<file path="src/rtl/uart_tx_frame.sv">
// Parametrised UART transmitter: valid/ready word input, LSB-first serial frame
// with optional parity and 1-2 stop bits, internal baud divider, registered txd.
module uart_tx_frame #(
    parameter int CLK_DIV   = 434,
    parameter int DATA_BITS = 8,
    parameter int PARITY    = 0,
    parameter int STOP_BITS = 1
) (
    input  logic                 clk,
    input  logic                 rst,
    input  logic [DATA_BITS-1:0] din,
    input  logic                 din_valid,
    output logic                 din_ready,
    output logic                 txd,
    output logic                 busy
);

    localparam int CW = $clog2(CLK_DIV);
    localparam int BW = $clog2(DATA_BITS);
    localparam logic [CW-1:0] BAUD_LAST = CW'(CLK_DIV - 1);
    localparam logic [CW-1:0] BAUD_ONE  = CW'(1);
    localparam logic [CW-1:0] BAUD_ZERO = CW'(0);
    localparam logic [BW-1:0] BIT_LAST  = BW'(DATA_BITS - 1);
    localparam logic [BW-1:0] BIT_ONE   = BW'(1);
    localparam logic [BW-1:0] BIT_ZERO  = BW'(0);
    localparam logic          STOP_LAST = (STOP_BITS == 2) ? 1'b1 : 1'b0;

    generate
        if (CLK_DIV < 2 || DATA_BITS < 5 || DATA_BITS > 9 || PARITY < 0 || PARITY > 2 ||
            STOP_BITS < 1 || STOP_BITS > 2) begin : g_bad_params
            $error("uart_tx_frame: illegal parameter combination");
        end
    endgenerate

    typedef enum logic [2:0] {
        S_IDLE   = 3'd0,
        S_START  = 3'd1,
        S_DATA   = 3'd2,
        S_PARITY = 3'd3,
        S_STOP   = 3'd4
    } state_t;

    // Parity bit sent after the data: odd makes the total count of ones odd.
    function automatic logic frame_parity(input logic [DATA_BITS-1:0] word);
        if (PARITY == 1) begin
            frame_parity = ~^word;
        end else begin
            frame_parity = ^word;
        end
    endfunction

    state_t                 state_q, state_d;
    logic [CW-1:0]          baud_q, baud_d;
    logic [BW-1:0]          bit_q, bit_d;
    logic [DATA_BITS-1:0]   shift_q, shift_d;
    logic                   par_q, par_d;
    logic                   stop_q, stop_d;
    logic                   txd_q, txd_d;
    logic                   busy_q, busy_d;
    logic                   boundary_s;

    assign boundary_s = (baud_q == BAUD_LAST);
    assign din_ready  = (state_q == S_IDLE);
    assign txd        = txd_q;
    assign busy       = busy_q;

    // Next-state logic; txd_d is the line level for the cycle after this edge.
    always_comb begin
        state_d = state_q;
        baud_d  = baud_q;
        bit_d   = bit_q;
        shift_d = shift_q;
        par_d   = par_q;
        stop_d  = stop_q;
        txd_d   = txd_q;
        case (state_q)
            S_IDLE: begin
                baud_d = BAUD_ZERO;
                if (din_valid) begin
                    state_d = S_START;
                    shift_d = din;
                    par_d   = frame_parity(din);
                    bit_d   = BIT_ZERO;
                    stop_d  = 1'b0;
                    txd_d   = 1'b0;
                end else begin
                    txd_d = 1'b1;
                end
            end
            S_START: begin
                if (boundary_s) begin
                    state_d = S_DATA;
                    baud_d  = BAUD_ZERO;
                    txd_d   = shift_q[0];
                end else begin
                    baud_d = baud_q + BAUD_ONE;
                end
            end
            S_DATA: begin
                if (boundary_s) begin
                    baud_d = BAUD_ZERO;
                    if (bit_q == BIT_LAST) begin
                        if (PARITY != 0) begin
                            state_d = S_PARITY;
                            txd_d   = par_q;
                        end else begin
                            state_d = S_STOP;
                            txd_d   = 1'b1;
                        end
                    end else begin
                        bit_d   = bit_q + BIT_ONE;
                        shift_d = {1'b0, shift_q[DATA_BITS-1:1]};
                        txd_d   = shift_q[1];
                    end
                end else begin
                    baud_d = baud_q + BAUD_ONE;
                end
            end
            S_PARITY: begin
                if (boundary_s) begin
                    state_d = S_STOP;
                    baud_d  = BAUD_ZERO;
                    txd_d   = 1'b1;
                end else begin
                    baud_d = baud_q + BAUD_ONE;
                end
            end
            S_STOP: begin
                if (boundary_s) begin
                    baud_d = BAUD_ZERO;
                    if (stop_q == STOP_LAST) begin
                        state_d = S_IDLE;
                    end else begin
                        stop_d = 1'b1;
                    end
                    txd_d = 1'b1;
                end else begin
                    baud_d = baud_q + BAUD_ONE;
                end
            end
            default: begin
                state_d = S_IDLE;
                baud_d  = BAUD_ZERO;
                txd_d   = 1'b1;
            end
        endcase
        busy_d = (state_d != S_IDLE);
    end

    // State and output registers; reset drops any frame in flight.
    always_ff @(posedge clk) begin
        if (rst) begin
            state_q <= S_IDLE;
            baud_q  <= BAUD_ZERO;
            bit_q   <= BIT_ZERO;
            shift_q <= {DATA_BITS{1'b0}};
            par_q   <= 1'b0;
            stop_q  <= 1'b0;
            txd_q   <= 1'b1;
            busy_q  <= 1'b0;
        end else begin
            state_q <= state_d;
            baud_q  <= baud_d;
            bit_q   <= bit_d;
            shift_q <= shift_d;
            par_q   <= par_d;
            stop_q  <= stop_d;
            txd_q   <= txd_d;
            busy_q  <= busy_d;
        end
    end

endmodule

</file>
<file path="config.mk">
export PLATFORM = sky130hd
export DESIGN_NAME = uart_tx_frame
export DESIGN_NICKNAME = d
export VERILOG_FILES = /design/src/rtl/uart_tx_frame.sv
export SDC_FILE = /design/constraint.sdc
export NUM_CORES = 1
export LEC_CHECK = 0
export CAP_MARGIN = 20
export CORE_AREA = 2 2 61 48
export DETAILED_ROUTE_END_ITERATION = 10
export DIE_AREA = 0 0 63 50
export PLACE_DENSITY_LB_ADDON = 0.1
export SYNTH_ARGS = -nofsm -noshare
export SYNTH_HDL_FRONTEND = slang
export SYNTH_SLANG_ARGS = --single-unit
</file>
<file path="constraint.sdc">
create_clock -name clk -period 2.9 [get_ports clk]
set_clock_uncertainty 0.05 [all_clocks]
set_input_delay 0.87 -clock clk [delete_from_list [all_inputs] [get_ports clk]]
set_output_delay 0.87 -clock clk [all_outputs]
set_load 0.01 [all_outputs]
</file>
After elaboration in Yosys (flattened, before gate mapping)
Index checks and enable logic that the tools add are counted.
W data, S select, Z words.
Word-level totals
  bits in registers: 26
  output and inout port bits: 3
  logic and storage cells: 58
Operators by class
  add/sub/neg operators: 2
  equal/unequal tests: 12
  multiplexer cells: 26
  bitwise gates (word level): 1
  reduce and logical (&&, ||, !) cells: 10
Operator list (number)
  $mux W3: 10
  $mux W8: 3
  $pmux W8 S2: 1
  $pmux W3 S5: 1
  $ne A2 B2 Y1 const B: 5
  $add A9 B1 Y9 const B: 1
  $eq A9 B9 Y1 const B: 1
  $mux W1: 8
  $eq A3 B2 Y1 const B: 2
  $eq A3 B3 Y1 const B: 2
  $pmux W3 S2: 1
  $reduce_and A3 Y1: 2
  $pmux W1 S4: 1
  $reduce_and A4 Y1: 1
  $reduce_bool A2 Y1: 2
  $reduce_or A4 Y1: 1
  $add A3 B1 Y3 const B: 1
  $eq A3 B1 Y1 const B: 1
  $logic_not A3 Y1: 1
  $reduce_bool A3 Y1: 1
  $reduce_or A3 Y1: 1
  $ne A2 B1 Y1 const B: 1
  $pmux W1 S2: 1
  $reduce_or A2 Y1: 1
  $not A1 Y1: 1

Depth between registers and ports, before layout
  depth in word-level cells: 5
  gate-level depth with buffers: 7
  depth with buffers taken out: 6

Worst setup path before layout
Ideal clock, no wire load.
  path type: input -> register
  from: input port din_valid
  to: register bit_q[0]
  setup time: 70 ps
  arrival time: 1853 ps
  data required time: 2780 ps
  slack: 927 ps
  cell stages on the path: 4
  path buffers: 0
  cell sequence: nor4b_2 -> a21oi_1 -> or4_1 -> a21oi_1
On the way
  word-level cells in the longest chain between the ends: 2
RTL lines
  start, declared: line 12  | input logic din_valid,
  $ne A2 B2 Y1 (no line)
  $reduce_and A4 Y1 (no line)
  end signal, assigned: line 164  | bit_q <= bit_d;
  end, declared: line 54  | logic [BW-1:0] bit_q, bit_d;
No other way between the ends.
A chain may end at the register's enable or synchronous reset.

Final worst setup path
  from: register state_q[2]
  to: output port din_ready
On the way
  word-level cells in the longest chain between the ends: 1
RTL lines
  start, declared: line 52  | state_t state_q, state_d;
  start signal, assigned: line 162  | state_q <= state_d;
  $logic_not A3 Y1: line 63  | assign din_ready = (state_q == S_IDLE);
  end, declared: line 13  | output logic din_ready,
No other way between the ends.

==> impl_metrics.tcl <==
set metrics [dict create \
    syn_nets 151 \
    synth-seq-area-share 0.408 \
    fmax_mhz 406 \
    htree_levels 1 \
    cts_resized 0 \
    dp_cells 180 \
    antenna_found_initial 0 \
    ys_types 38 \
    io_buffers 13 \
    core_area_sq_um 2540 \
    start_util 0.483 \
    drv_cap 0 \
    routed_wl_mm 2.36 \
    numCtsBuffers 3 \
    fillers 239 \
    crit_required_ps 1980 \
    wl_met2_mm 1.06 \
    cp-end-kind "output port" \
    synth-edff-count 0 \
    ys_ff_latch 25 \
    cp-start-kind "flip-flop" \
    layout_commonest_cell "dfxtp_1" \
    finalSetupViolCount 0 \
    powerDensity_nw_per_um2 417 \
    path_depth 2 \
    wl_per_cell_microns 12.8 \
    arrival_ps 1540 \
    grtUsageTotal 0.171 \
    async_reset_ff_frac 0 \
    nets 164 \
    first_pass_iters 4 \
    hold_depth 1 \
    ctsHoldBuffers 0 \
    slew_headroom 0.721 \
    finalMaxSlewViolations 0 \
    rr_endpoint "bit_q[0]" \
    met1_length_mm 1.17 \
    setup-tns-final_ps 0 \
    grt-ovfl-total 0 \
    syn_to_final_growth_pct 15.0 \
    hold_class "flip-flop to flip-flop" \
    clock_latency_ps 320 \
    top_layer "met4" \
    syn_avg_cell_area_sq_um 9.03 \
    final_cell_mix "dfxtp_1 (25), a21oi_1 (14), o21ai_0 (14)" \
    worstPathCellList "nor3_1, clkdlybuf4s50_1" \
    p_leak_nw 0.558 \
    grt_start_max_net_pins 20 \
    worst_pin_slew_ps 418 \
    post_cts_buffers 0 \
    synth_top_flop_cell "dfxtp_1" \
    vias_per_cell 5.48 \
    r2r_start "state_q[1]" \
    place_area_sq_um 1380 \
    cts_buffer_depth 2 \
    final_cell_area_sq_um 1410 \
    worstPathMaxFanout 11 \
    hold_viol 0 \
    crit_path_max_incr_delay_ps 560 \
    num_rows 16 \
    syn_inst 136 \
    synth.yosys.warnings 0 \
    num_antenna_cells 0 \
    reg2regPathDepth 5 \
    cts.sinks 25 \
    crit_family "buffers and inverters" \
    hold_end "baud_q[0]" \
    rsz0062_at_grt "no" \
    cts_tree "built" \
    slowest_stage "clkdlybuf4s50_1" \
    io_pins 14 \
    final_util 0.555 \
    gp_congestion 0.762 \
    root_buffer "clkbuf_4" \
    outcome "complete, no violations" \
    drive_above_1_share 0.101 \
    route.detailed.drc 0 \
    fin_crit_ps 2460 \
    stdcell_count 184 \
    path_clk_slew_ps 130 \
    dr_total_vias 1008 \
    reg2reg_slack_ps 920 \
    ant_nets 0 \
    syn-cell-area_sq_um 1230 \
    die_h_microns 50 \
    grt_pass1_vias 992 \
    die_x_microns 63 \
    crit_type "flip-flop to output port" \
    irDropWorstVdd_v 0.000279 \
    critPathBufInv 1 \
    drt-initial-drc-count 57 \
    min-delay-start "baud_q[0]" \
    met3_length_microns 116 \
    die_area_sq_um 3150 \
    grt_pass1_wl_mm 4.32 \
    finalCritPeriodShare 0.850 \
    hpwlAfterDp_mm 1.68 \
]
registers in the layout (all words and copies together), names as in the netlist:
| name | count |
|---|---|
| state_q | 3 |
| txd | 1 |
| baud_q | 9 |
| bit_q | 3 |
| shift_q | 8 |
| busy | 1 |
power breakdown:
group	leakage [nW]	internal, mW	switching, mW
clock	0.0177	0.0516	0.102
sequential	0.204	0.356	0.00926
combinational	0.336	0.0400	0.0301
per-stage QoR:
step	worst slack, ps	total power [mW]	hold WS, ps
final	436	0.589	430
after global routing	321	0.625	458
after CTS	424	0.598	436
after detailed placement	270	0.443	406
after global placement	312	0.440	393
after floorplan	927	0.410	379
layer usage:
layer	up-vias	global-route usage
li1	513	-
met1	473	0.222
met2	20	0.282
met3	2	0.0571
met4	0	0.0296
met5	-	0
cells by family after synthesis:
logic type	Yosys count	share of synthesized area
xor gates and xnor gates	8	0.0571
and+or+nand+nor	46	0.227
muxes	7	0.0571
DFF	25	0.408
AOI/OAI and AO/OA	35	0.164
buffers and inverters	11	0.0459
adders and majority gates	4	0.0408
synthesized netlist by cell type, types with 2 or more instances:
cell type  instances  area share
inv_1              2      0.0061
nand3_1            3       0.012
a21oi_1           14       0.057
mux2i_1            7       0.057
xnor2_1            5       0.036
nor2_1            13       0.040
and3_1             2       0.010
or3_1              8       0.041
dfxtp_1           25        0.41
o21ai_0           14       0.057
nor3_1             3       0.012
xor2_1             3       0.021
buf_2              3       0.012
nand2_1            3      0.0092
clkbuf_1           3      0.0092
nand4_1            3       0.015
ha_1               4       0.041
how the worst max path moves through the flow:
stage | from | end | slack [ps]
floorplan | din_valid | bit_q[0] | 930
global placement | din_valid | bit_q[0] | 310
detailed placement | din_valid | bit_q[0] | 270
CTS | state_q[2] | din_ready | 420
global route | state_q[2] | din_ready | 320
finish | state_q[2] | din_ready | 440
cell type report:
cell class,count,area [sq um],area share
Multi-Input combinational cell,100,671,0.475
Sequential cell,25,500,0.355
Timing Repair Buffer,17,160,0.113
Tap cell,36,45.0,0.0319
Clock buffer,3,22.5,0.0160
Inverter,2,7.51,0.00532
Clock inverter,1,5.00,0.00355
Note: power is estimated with default switching activity, not from simulation.
